`config.mk`:
```
export PLATFORM = sky130hd
export DESIGN_NAME = param_loader
export DESIGN_NICKNAME = d
export VERILOG_FILES = /design/src/rtl/param_loader.sv
export SDC_FILE = /design/constraint.sdc
export NUM_CORES = 1
export LEC_CHECK = 0
export CORE_ASPECT_RATIO = 1.5
export CORE_MARGIN = 3
export CORE_UTILIZATION = 40
export DETAILED_ROUTE_END_ITERATION = 7
export GPL_TIMING_DRIVEN = 0
export PLACE_DENSITY = 0.69
export SETUP_SLACK_MARGIN = 0.3
export SLEW_MARGIN = 20
export SYNTH_ARGS = -nofsm -noshare
export SYNTH_HDL_FRONTEND = slang
export SYNTH_SLANG_ARGS = --single-unit
```
`constraint.sdc`:
```
create_clock -name clk -period 1.8 [get_ports clk]
set_input_delay 0.36 -clock clk [delete_from_list [all_inputs] [get_ports clk]]
set_output_delay 0.36 -clock clk [all_outputs]
set_load 0.01 [all_outputs]
```
`src/rtl/param_loader.sv`:
```
// param_loader
// Receives parameter bytes from a host over a valid/ready byte stream and
// shifts them MSB first into a daisy-chain of NEURONS neurons. Each neuron
// takes INPUTS weight bits plus BIAS_BITS bias bits. A load therefore shifts
// NEURONS*(INPUTS+BIAS_BITS) bits, split into ceil(bits/8) bytes. The unused
// low bits of the final byte are dropped.
//
// Optional feature (macro PARAM_LOADER_CHECKSUM_EN):
//   The loader keeps a running XOR of the parameter bytes it accepts. After
//   the last bit has been shifted it accepts one extra checksum byte and
//   raises error when that byte does not match the running XOR. error stays
//   set until the next accepted start or reset. Without the macro, error is
//   tied to 0.
//
// Ports:
//   clk        rising-edge clock
//   reset      asynchronous, active-high reset
//   start      one-cycle load request, honoured only while idle
//   in_data    parameter byte from the host
//   in_valid   in_data is valid
//   in_ready   loader can accept a byte this cycle
//   setup      neuron chain setup enable, high only while bits are shifting
//   param_out  serial bit to the first neuron's param_in
//   busy       a load is in progress
//   done       one-cycle pulse when a load completes
//   error      checksum mismatch flag

module param_loader #(
  parameter int NEURONS   = 4,
  parameter int INPUTS    = 8,
  parameter int BIAS_BITS = 3
) (
  input  logic       clk,
  input  logic       reset,
  input  logic       start,
  input  logic [7:0] in_data,
  input  logic       in_valid,
  output logic       in_ready,
  output logic       setup,
  output logic       param_out,
  output logic       busy,
  output logic       done,
  output logic       error
);

  localparam int TOTAL_BITS = NEURONS * (INPUTS + BIAS_BITS);
  localparam int CNT_W      = $clog2(TOTAL_BITS + 1);

  // Value of the bit counter while the very last bit of the load is on param_out
  localparam logic [CNT_W-1:0] LAST_BIT = CNT_W'(TOTAL_BITS - 1);

  localparam logic [2:0] IDLE      = 3'd0;
  localparam logic [2:0] WAIT_BYTE = 3'd1;
  localparam logic [2:0] SHIFT     = 3'd2;
  localparam logic [2:0] DONE      = 3'd4;
`ifdef PARAM_LOADER_CHECKSUM_EN
  localparam logic [2:0] WAIT_CSUM = 3'd3;
  localparam logic [2:0] END_STATE = WAIT_CSUM;
`else
  localparam logic [2:0] END_STATE = DONE;
`endif

  logic [2:0]       state;
  logic [7:0]       shreg;
  logic [CNT_W-1:0] bit_cnt;
  logic [2:0]       bit_pos;

  // Main sequencer. bit_pos counts the bits shifted from the current byte,
  // so a byte ends after 8 bits. The final byte can end early, which is
  // detected from the global bit counter reaching the last bit.
  always_ff @(posedge clk or posedge reset) begin
    if (reset) begin
      state   <= IDLE;
      shreg   <= 8'h00;
      bit_cnt <= '0;
      bit_pos <= 3'd0;
    end else begin
      case (state)
        IDLE: begin
          if (start) begin
            state   <= WAIT_BYTE;
            bit_cnt <= '0;
          end
        end
        WAIT_BYTE: begin
          if (in_valid) begin
            shreg   <= in_data;
            bit_pos <= 3'd0;
            state   <= SHIFT;
          end
        end
        SHIFT: begin
          shreg   <= {shreg[6:0], 1'b0};
          bit_cnt <= bit_cnt + CNT_W'(1);
          bit_pos <= bit_pos + 3'd1;
          if (bit_cnt == LAST_BIT) begin
            state <= END_STATE;
          end else if (bit_pos == 3'd7) begin
            state <= WAIT_BYTE;
          end
        end
`ifdef PARAM_LOADER_CHECKSUM_EN
        WAIT_CSUM: begin
          if (in_valid) begin
            state <= DONE;
          end
        end
`endif
        DONE: begin
          state <= IDLE;
        end
        default: begin
          state <= IDLE;
        end
      endcase
    end
  end

`ifdef PARAM_LOADER_CHECKSUM_EN
  logic [7:0] csum_acc;
  logic       error_q;

  // The running XOR and the error flag are both cleared by an accepted start.
  // The error flag is written when the checksum byte is taken, so it is
  // already valid in the DONE cycle.
  always_ff @(posedge clk or posedge reset) begin
    if (reset) begin
      csum_acc <= 8'h00;
      error_q  <= 1'b0;
    end else begin
      if (state == IDLE && start) begin
        csum_acc <= 8'h00;
        error_q  <= 1'b0;
      end else if (state == WAIT_BYTE && in_valid) begin
        csum_acc <= csum_acc ^ in_data;
      end else if (state == WAIT_CSUM && in_valid) begin
        error_q <= (in_data != csum_acc);
      end
    end
  end

  assign error    = error_q;
  assign in_ready = (state == WAIT_BYTE) || (state == WAIT_CSUM);
`else
  assign error    = 1'b0;
  assign in_ready = (state == WAIT_BYTE);
`endif

  // The chain-facing outputs depend only on registers. This keeps host
  // glitches or a stalled host away from the neuron chain.
  assign setup     = (state == SHIFT);
  assign param_out = (state == SHIFT) && shreg[7];
  assign busy      = (state != IDLE);
  assign done      = (state == DONE);

endmodule

```
==> results of run 1 <==
==> logic make-up (layout without fill, tap and decap cells) <==
kind of cell | Yosys count | in the layout | synth area share, %
and+or+nand+nor | 34 | 34 | 20.0
AOI/OAI and AO/OA | 22 | 22 | 17.5
DFF | 20 | 20 | 47.0
buffers and inverters | 13 | 51 | 8.69
adders and majority gates | 3 | 3 | 3.53
muxes | 3 | 3 | 2.94
other | 1 | 1 | 0.352
==> Yosys cell counts, drive strengths merged (2+ instances only) <==
cell type,number,area (µm²)
dfrtp,20,500
nand2,8,30.0
buf,7,61.3
o221a,7,78.8
or2b,7,57.6
o21ai,6,30.0
inv,5,23.8
nor2,4,15.0
or3,4,27.5
a2111oi,3,26.3
ha,3,37.5
mux2i,2,20.0
nand3,2,10.0
or2,2,15.0
==> what timing repair did <==
action	CTS	global route
gates cloned	1	0
endpoints found under the setup margin	16	24
gates resized for setup	34	36
setup buffers	10	8
hold endpoints to repair	0	0
pin swaps	6	14
==> critical path, delay by kind of cell (launching register included) <==
kind	cells	cell delay, ns
buffers and inverters	4	0.39
AND/OR/NAND/NOR	2	0.51
flip-flops	1	0.39
==> layout by cell type (no fill, tap or decap), types with 2 or more instances in the layout <==
cell type        count
or3_1                2
clkbuf_4             3
buf_2                2
nand3_1              2
or3_4                2
clkdlybuf4s50_1     11
a2111oi_0            2
o221a_1              7
o21ai_1              3
mux2i_1              2
nand2_1              5
o21ai_2              2
nor2_4               2
nand2_2              2
or2b_1               3
buf_6               18
ha_1                 3
inv_1                4
dfrtp_1             20
buf_4                9
buf_8                3
or2b_4               4
==> registers in the layout, indices dropped and copies added (netlist names) <==
name and count:
shreg 8, bit_pos 3, bit_cnt 6, state 3
==> metrics by stage <==
step / hold WS, ns / setup slack [ns]
global placement: 0.467 / -0.304
CTS: 0.491 / -0.151
detailed placement: 0.477 / -0.315
global route: 0.500 / -0.211
finish: 0.470 / -0.154
floorplan: 0.324 / 0.236
==> layout make-up <==
type	instances	area, µm²
Buffer	8	90.1
Fill cell	202	907
Inverter	5	26.3
Clock buffer	3	22.5
Multi-Input combinational cell	63	568
Sequential cell	20	500
Tap cell	36	45.0
Timing Repair Buffer	35	345
==> per-layer routing <==
layer,share of wire [%],vias up,GRT usage (%)
met1,40,445,19.2
met4,3.6,0,7.19
met2,53,21,26.2
met5,0,-,0
li1,-,419,-
met3,3.1,8,2.08
==> where the power goes <==
group / internal (µW) / switching, µW / total, µW
sequential: 609 / 118 / 727
clock: 78.1 / 136 / 214
combinational: 806 / 529 / 1340
total: 1490 / 783 / 2280
==> worst max path at each step <==
stage                          from         to  slack [ns]  cells after the start
2_1_floorplan  state[0]$_DFFE_PP0P_  param_out        0.24                      5
3_3_place_gp   state[0]$_DFFE_PP0P_  param_out       -0.30                      6
3_5_place_dp   state[0]$_DFFE_PP0P_  param_out       -0.31                      6
4_1_cts        state[2]$_DFFE_PP0P_  param_out       -0.15                      6
5_1_grt        state[2]$_DFFE_PP0P_  param_out       -0.21                      6
6_report       state[2]$_DFFE_PP0P_  param_out       -0.15                      6
==> metrics, run 1 <==
CP max stage cell=dfrtp_1; skew final=0.00249 ns; CTS buffer count=3; register area share after synthesis=47.0%; I/O pin count=18; full die area=0.00333 mm²; design area=0.00160 mm²; Worst slew margin=50.8%; R2R Setup Slk=0.01 ns; power per cell area=1420 mW/mm²; Fin. Hold Viols=0; drt pass-1 iters=4; largest net degree at the start of global routing=21; # placed instances=148; Die Ht=69.2 µm; Layout Cells excl Fill=170; CP dominant cell by count=buf_6; synth warn=0; worst-skew pair later-pin latency=0.30 ns; placed cell area=0.00128 mm²; CTS Hold Bufs=0; Netlist cell types=36; Mapped Nets=111; Reg clk slew, reported paths=0.11 ns; Final setup viols=3; Setup crit end kind=output port; Fmax=512 MHz; WL/cell=14.9 µm; status=complete, but fails checks; detailed-placement wirelength estimate=1520 µm; Worst Path Required=1.44 ns; Via density=5.25; failing checks=negative setup slack; DRC=0; critical path, cell by cell=buf_6 > or3b_4 > buf_6 > inv_8 > and2_4 > buf_6; Syn Std Cell Area=0.00106 mm²; CP startpoint kind=register; CP peak stage delay=0.39 ns; share of cells above drive strength 1=44.8%; drt total wl=2530 µm; fin. max-slew vios=0; # Max-Cap Violations=0; ANT cells=0; Pleak=0.000710 µW; first-pass GRT wire length=3860 µm; total power=2280 µW; Worst Slack Setup Final=-0.154 ns; H-tree levels=1; Tcrit/Tclk final=109%; core area=0.00250 mm²; synthesized flop and latch total=20; Max VDD drop=700 µV; Die Span X=48.1 µm; initial antenna violation count=0; vias after detailed routing=893; number of enable flip-flop cells after synthesis=0; clock root cell=clkbuf_4; path type of the worst min-delay path=primary input to async pin; IO buf count=16; Avg Inst Size Synth=11.1 µm²; setup TNS=-0.308 ns; global route overflow=0; GPL Wtd Cong=0.717; vias in the first global route=864; Worst-Margin Slew=0.738 ns; WP data arrival=1.59 ns; Initial Util=42.5%; Clock Sinks=20; nets@finish=151; Worst R2R Start=state[1]$_DFFE_PP0P_; CTS tree=built; RSZ-0062 raised after global routing=yes; reg-to-reg endpoint=shreg[3]$_DFFE_PP0P_; critical setup path kind=register to output port; antenna viol nets, final=0; # rows=22; Layout Utilization=63.8%; top_reg_cell synth=dfrtp_1; Post-synth ARST share=100%; r2r worst-path depth=9; Total GRT Usage=15.9%; area grow syn2layout=50.1%; crit-path max FO=4; crit path time final=1.95 ns; Starting DRT DRC Count=16; clock tree buffer depth=2; Syn Inst Count=96
Note: power is estimated with default switching activity, not from simulation.
==> inputs of run 2 (changes only) <==
--- a/config.mk
+++ b/config.mk
@@ -10,6 +10,7 @@
 export CORE_UTILIZATION = 40
 export DETAILED_ROUTE_END_ITERATION = 7
 export GPL_TIMING_DRIVEN = 0
+export MAX_ROUTING_LAYER = met4
 export PLACE_DENSITY = 0.69
 export SETUP_SLACK_MARGIN = 0.3
 export SLEW_MARGIN = 20
==> metrics, run 2 (synthesis gave the netlist of run 1 again) <==
full die area=0.00333 mm² (unchanged); Reg clk slew, reported paths=0.11 ns (about the same); drt pass-1 iters=4 (unchanged); H-tree levels=1 (unchanged); Worst R2R Start=state[1]$_DFFE_PP0P_; ANT cells=0 (unchanged); drt total wl=2550 µm (+0.59%); # rows=22 (unchanged); commonest non-fill, non-tap cell in the layout=dfrtp_1; placed cell area=0.00128 mm² (unchanged); Fin. Hold Viols=0 (unchanged); CTS buffer count=3 (unchanged); WL/cell=15.0 µm (+0.59%); largest net degree at the start of global routing=21 (unchanged); RSZ-0062 raised after global routing=yes; nets@finish=151 (unchanged); DRC=0 (unchanged); failing checks=negative setup slack; initial antenna violation count=0 (unchanged); Tcrit/Tclk final=109% (about the same); detailed-placement wirelength estimate=1520 µm (unchanged); critical setup path kind=register to output port; I/O pin count=18 (unchanged); worst-skew pair later-pin latency=0.30 ns (about the same); Total GRT Usage=16.3% (+0.40 points); max FFs per register=8 (unchanged); Worst-Margin Slew=0.738 ns (+0.000462 ns); Largest Register=shreg; clock root cell=clkbuf_4; Setup crit end kind=output port; reg-to-reg endpoint=shreg[3]$_DFFE_PP0P_; Die Span X=48.1 µm (unchanged); Worst Slack Setup Final=-0.154 ns (+0.000469 ns); # Max-Cap Violations=0 (unchanged); Initial Util=42.5% (unchanged); crit path time final=1.95 ns (-0.000469 ns); # placed instances=148 (unchanged); power per cell area=1420 mW/mm² (-0.19%); WP data arrival=1.59 ns (about the same); CP peak stage delay=0.39 ns (about the same); R2R Setup Slk=0.01 ns (about the same); hold_ws=0.469 ns (-0.00111 ns); most frequent cells in the layout=dfrtp_1 (20), buf_6 (18), clkdlybuf4s50_1 (11); core area=0.00250 mm² (unchanged); Layout Cells excl Fill=170 (unchanged); CTS Hold Bufs=0 (unchanged); GR peak layer=met2; design area=0.00160 mm² (unchanged); met2 Resource Use GR=26.1% (-0.15 points); crit path from=state[2]$_DFFE_PP0P_; Starting DRT DRC Count=27 (+11); CP dominant cell by count=buf_6; r2r worst-path depth=9 (unchanged); antenna viol nets, final=0 (unchanged); Setup crit end=param_out; crit-path max FO=4 (unchanged); path type of the worst min-delay path=primary input to async pin; Die Ht=69.2 µm (unchanged); Worst Path Required=1.44 ns (about the same); Fmax=512 MHz (about the same); largest registers=shreg x8, bit_cnt x6; critical path, cell by cell=buf_6 > or3b_4 > buf_6 > inv_8 > and2_4 > buf_6; skew final=0.000767 ns (-0.00173 ns); fin. max-slew vios=0 (unchanged); area grow syn2layout=50.1% (unchanged); Clock Sinks=20 (unchanged); IO buf count=16 (unchanged); status=complete, but fails checks; met3 usage=2.08% (unchanged); Pleak=0.000710 µW (unchanged); setup TNS=-0.309 ns (-0.00157 ns); CP startpoint kind=register; Worst Path Buf+Inv=4 (unchanged); vias after detailed routing=897 (+0.45%); first-pass GRT wire length=3870 µm (+0.16%); share of cells above drive strength 1=44.8% (unchanged); clock tree buffer depth=2 (unchanged); vias in the first global route=865 (+0.12%); CTS tree=built; global route overflow=0 (unchanged); Via density=5.28 (+0.45%); CP delay by family, top=simple AND/OR/NAND/NOR gates; Worst slew margin=50.7% (about the same); GPL Wtd Cong=0.725 (+1.2%); instance count on the critical path=6 (unchanged); Max VDD drop=703 µV (+0.35%); routing usage on met1=19.4% (+0.17 points); Final setup viols=3 (unchanged); CP max stage cell=dfrtp_1
==> run 2: cell counts in the layout (fill, tap and decap cells not counted) <==
Identical to the previous run, type by type.
==> run 2: timing repair <==
item | CTS | global route
endpoints found under the setup margin | 16 | 24
setup buffers | 10 | 8
pin swaps | 6 | 14
resized for setup | 34 | 36
gates cloned | 1 | 0
==> run 2: layout make-up <==
| class | count | area (µm²) |
|---|---|---|
| repair buffers | 35 | 345 |
| well taps | 36 | 45.0 |
| plain buffers | 8 | 90.1 |
| multi-input cells | 63 | 568 |
| flip-flops and latches | 20 | 500 |
| fillers | 202 | 907 |
| clock buffers | 3 | 22.5 |
| inverters | 5 | 26.3 |
==> run 2: worst min path at each step <==
| stage | endpoint | slack (ns) |
|---|---|---|
| 3_3_place_gp | bit_pos[0]$_DFFE_PP0P_ | 0.47 |
| 5_1_grt | bit_pos[0]$_DFFE_PP0P_ | 0.50 |
| 6_report | bit_pos[1]$_DFFE_PP0P_ | 0.47 |
| 3_5_place_dp | bit_pos[0]$_DFFE_PP0P_ | 0.48 |
| 4_1_cts | bit_pos[0]$_DFFE_PP0P_ | 0.49 |
| 2_1_floorplan | bit_cnt[0]$_DFFE_PP0P_ | 0.32 |
==> run 2: power by group <==
part           total, µW  internal (µW)  switching (µW)
Sequential           725            609             116
Clock                213           78.2             135
Combinational       1330            806             528
==> run 2: per-stage QoR <==
step	setup WS, ns	total power, µW	utilization (%)
after global placement	-0.304	1520	51.2
after detailed placement	-0.315	1570	51.2
final	-0.154	2270	63.8
after floorplan	0.236	1310	-
after global routing	-0.211	2430	63.8
after CTS	-0.151	1920	56.3
==> run 2: metal layers <==
metal | share of wire, % | wire length [µm]
met3 | 3.8 | 96
met5 | 0 | 0
met4 | 3.5 | 88
met2 | 53 | 1350
met1 | 40 | 1010
==> inputs of run 3 (changes only) <==
--- a/config.mk
+++ b/config.mk
@@ -7,11 +7,12 @@
 export LEC_CHECK = 0
 export CORE_ASPECT_RATIO = 1.5
 export CORE_MARGIN = 3
-export CORE_UTILIZATION = 40
+export CORE_UTILIZATION = 51
+export CTS_CLUSTER_SIZE = 40
 export DETAILED_ROUTE_END_ITERATION = 7
 export GPL_TIMING_DRIVEN = 0
 export MAX_ROUTING_LAYER = met4
-export PLACE_DENSITY = 0.69
+export PLACE_DENSITY = 0.83
 export SETUP_SLACK_MARGIN = 0.3
 export SLEW_MARGIN = 20
 export SYNTH_ARGS = -nofsm -noshare
==> metrics, run 3 (synthesis gave the netlist of run 1 again) <==
first-pass GRT wire length=3910 µm (+1.1%); commonest non-fill, non-tap cell in the layout=dfrtp_1; total power=2500 µW (+10%); Worst-Margin Slew=0.758 ns (+0.0200 ns); global route overflow=0 (unchanged); H-tree levels=1 (unchanged); Max VDD drop=1100 µV (+56%); Tcrit/Tclk final=111% (+2.4 points); reg-to-reg endpoint=bit_cnt[3]$_DFFE_PP0P_; I/O pin count=18 (unchanged); CTS buffer count=3 (unchanged); Worst Slack Setup Final=-0.198 ns (-0.0440 ns); WL/cell=20.3 µm (+35%); CP startpoint kind=register; GPL Wtd Cong=0.716 (-1.2%); vias in the first global route=898 (+3.8%); # Max-Cap Violations=0 (unchanged); antenna viol nets, final=0 (unchanged); CTS tree=built; Fmax=501 MHz (-2.2%); initial antenna violation count=0 (unchanged); Die Span X=43.3 µm (-10%); critical setup path kind=register to output port; Final setup viols=5 (+2); RSZ-0062 raised after global routing=yes; multi-input logic area=574 µm² (+1.1%); Via density=6.03 (+14%); Starting DRT DRC Count=31 (+15%); Total GRT Usage=20.0% (+3.7 points); Reg clk slew, reported paths=0.12 ns (about the same); most frequent cells in the layout=dfrtp_1 (20), buf_6 (14), buf_4 (14); FF/Latch Area=500 µm² (unchanged); skew final=0.000686 ns (-0.0000808 ns); r2r worst-path depth=7 (-2); area grow syn2layout=53.7%; CTS Hold Bufs=0 (unchanged); vias after detailed routing=958 (+6.8%); fin. max-slew vios=0 (unchanged); crit path time final=2.00 ns (+0.0440 ns); Layout fillers=100 (-50%); full die area=0.00268 mm² (-19%); ANT cells=0 (unchanged); Die Ht=62.0 µm (-10%); Worst R2R Start=state[2]$_DFFE_PP0P_; Fin. Hold Viols=0 (unchanged); Clock Sinks=20 (unchanged); hold_ws=0.469 ns (+0.00000700 ns); WP data arrival=1.64 ns (+0.05 ns); power per cell area=1530 mW/mm² (+7.4%); design area=0.00164 mm² (+2.4%); # rows=19 (-14%); drt pass-1 iters=5 (+1); clock root cell=clkbuf_4; detailed-placement wirelength estimate=1420 µm (-6.7%); R2R Setup Slk=-0.03 ns (-0.04 ns); placed cell area=0.00126 mm² (-1.5%); Layout Utilization=86.1% (+22 points); path type of the worst min-delay path=primary input to async pin; max FFs per register=8 (unchanged); Worst Path Required=1.44 ns (about the same); status=complete, but fails checks; core area=0.00190 mm² (-24%); Pleak=0.000743 µW (+4.6%); nets@finish=154 (+2.0%); worst-skew pair later-pin latency=0.31 ns (about the same); DRC=0 (unchanged); largest net degree at the start of global routing=21 (unchanged); failing checks=negative setup slack; Initial Util=56.0% (+13 points); largest registers=shreg x8, bit_cnt x6; share of cells above drive strength 1=45.7% (+0.88 points); clock tree buffer depth=2 (unchanged); Largest Register=shreg; IO buf count=16 (unchanged); drt total wl=3230 µm (+27%); crit-path max FO=3 (-1); Worst slew margin=49.4% (-1.3 points); Setup crit end kind=output port
==> run 3: critical path, stage by stage, from the launching register on <==
cell	delay, ns
dfrtp_1	0.41
buf_6	0.12
or3b_4	0.38
buf_6	0.14
inv_8	0.05
and2_4	0.13
buf_6	0.09
==> run 3: stage by stage <==
| stage | std cells | TNS (ns) | setup WS, ns |
|---|---|---|---|
| after CTS | 148 | -0.285 | -0.175 |
| final | 159 | -0.414 | -0.198 |
| after detailed placement | 133 | -0.644 | -0.298 |
| after global placement | 133 | -0.575 | -0.293 |
| after global routing | 159 | -0.730 | -0.232 |
| after floorplan | 96 | 0 | 0.236 |
==> run 3: routing by layer <==
layer	up-vias	routed length, µm	global-route usage, %
met5	-	0	-
met4	0	208	9.48
met3	14	128	2.02
met2	36	1700	34.9
met1	481	1200	23.0
li1	427	-	-
==> run 3: cell type report <==
type | instances | share of cell area (%)
plain buffers | 8 | 5.66
clock buffers | 3 | 1.38
clock inverters | 1 | 1.83
inverters | 5 | 1.61
multi-input cells | 63 | 35.1
flip-flops and latches | 20 | 30.6
well taps | 21 | 1.61
repair buffers | 38 | 22.2
==> run 3: what timing repair did <==
action / in CTS / in global routing
pin swaps: 5 / 10
buffers inserted: 10 / 10
gates resized for setup: 30 / 33
endpoints found under the setup margin: 16 / 24
cloned: 1 / 1
==> run 3: power breakdown <==
group | switching, µW | leakage [µW] | internal (µW)
combinational | 584 | 0.000466 | 811
clock | 149 | 0.0000279 | 225
sequential | 121 | 0.000249 | 609
total | 854 | 0.000743 | 1650
==> run 3: worst max-delay path by stage <==
stage	start	end	slack, ns	depth (start not counted)
after global placement	state[0]$_DFFE_PP0P_	param_out	-0.29	6
final	state[2]$_DFFE_PP0P_	param_out	-0.20	6
after detailed placement	state[0]$_DFFE_PP0P_	param_out	-0.30	6
after global routing	state[2]$_DFFE_PP0P_	param_out	-0.23	6
after CTS	state[2]$_DFFE_PP0P_	param_out	-0.18	6
after floorplan	state[0]$_DFFE_PP0P_	param_out	0.24	5
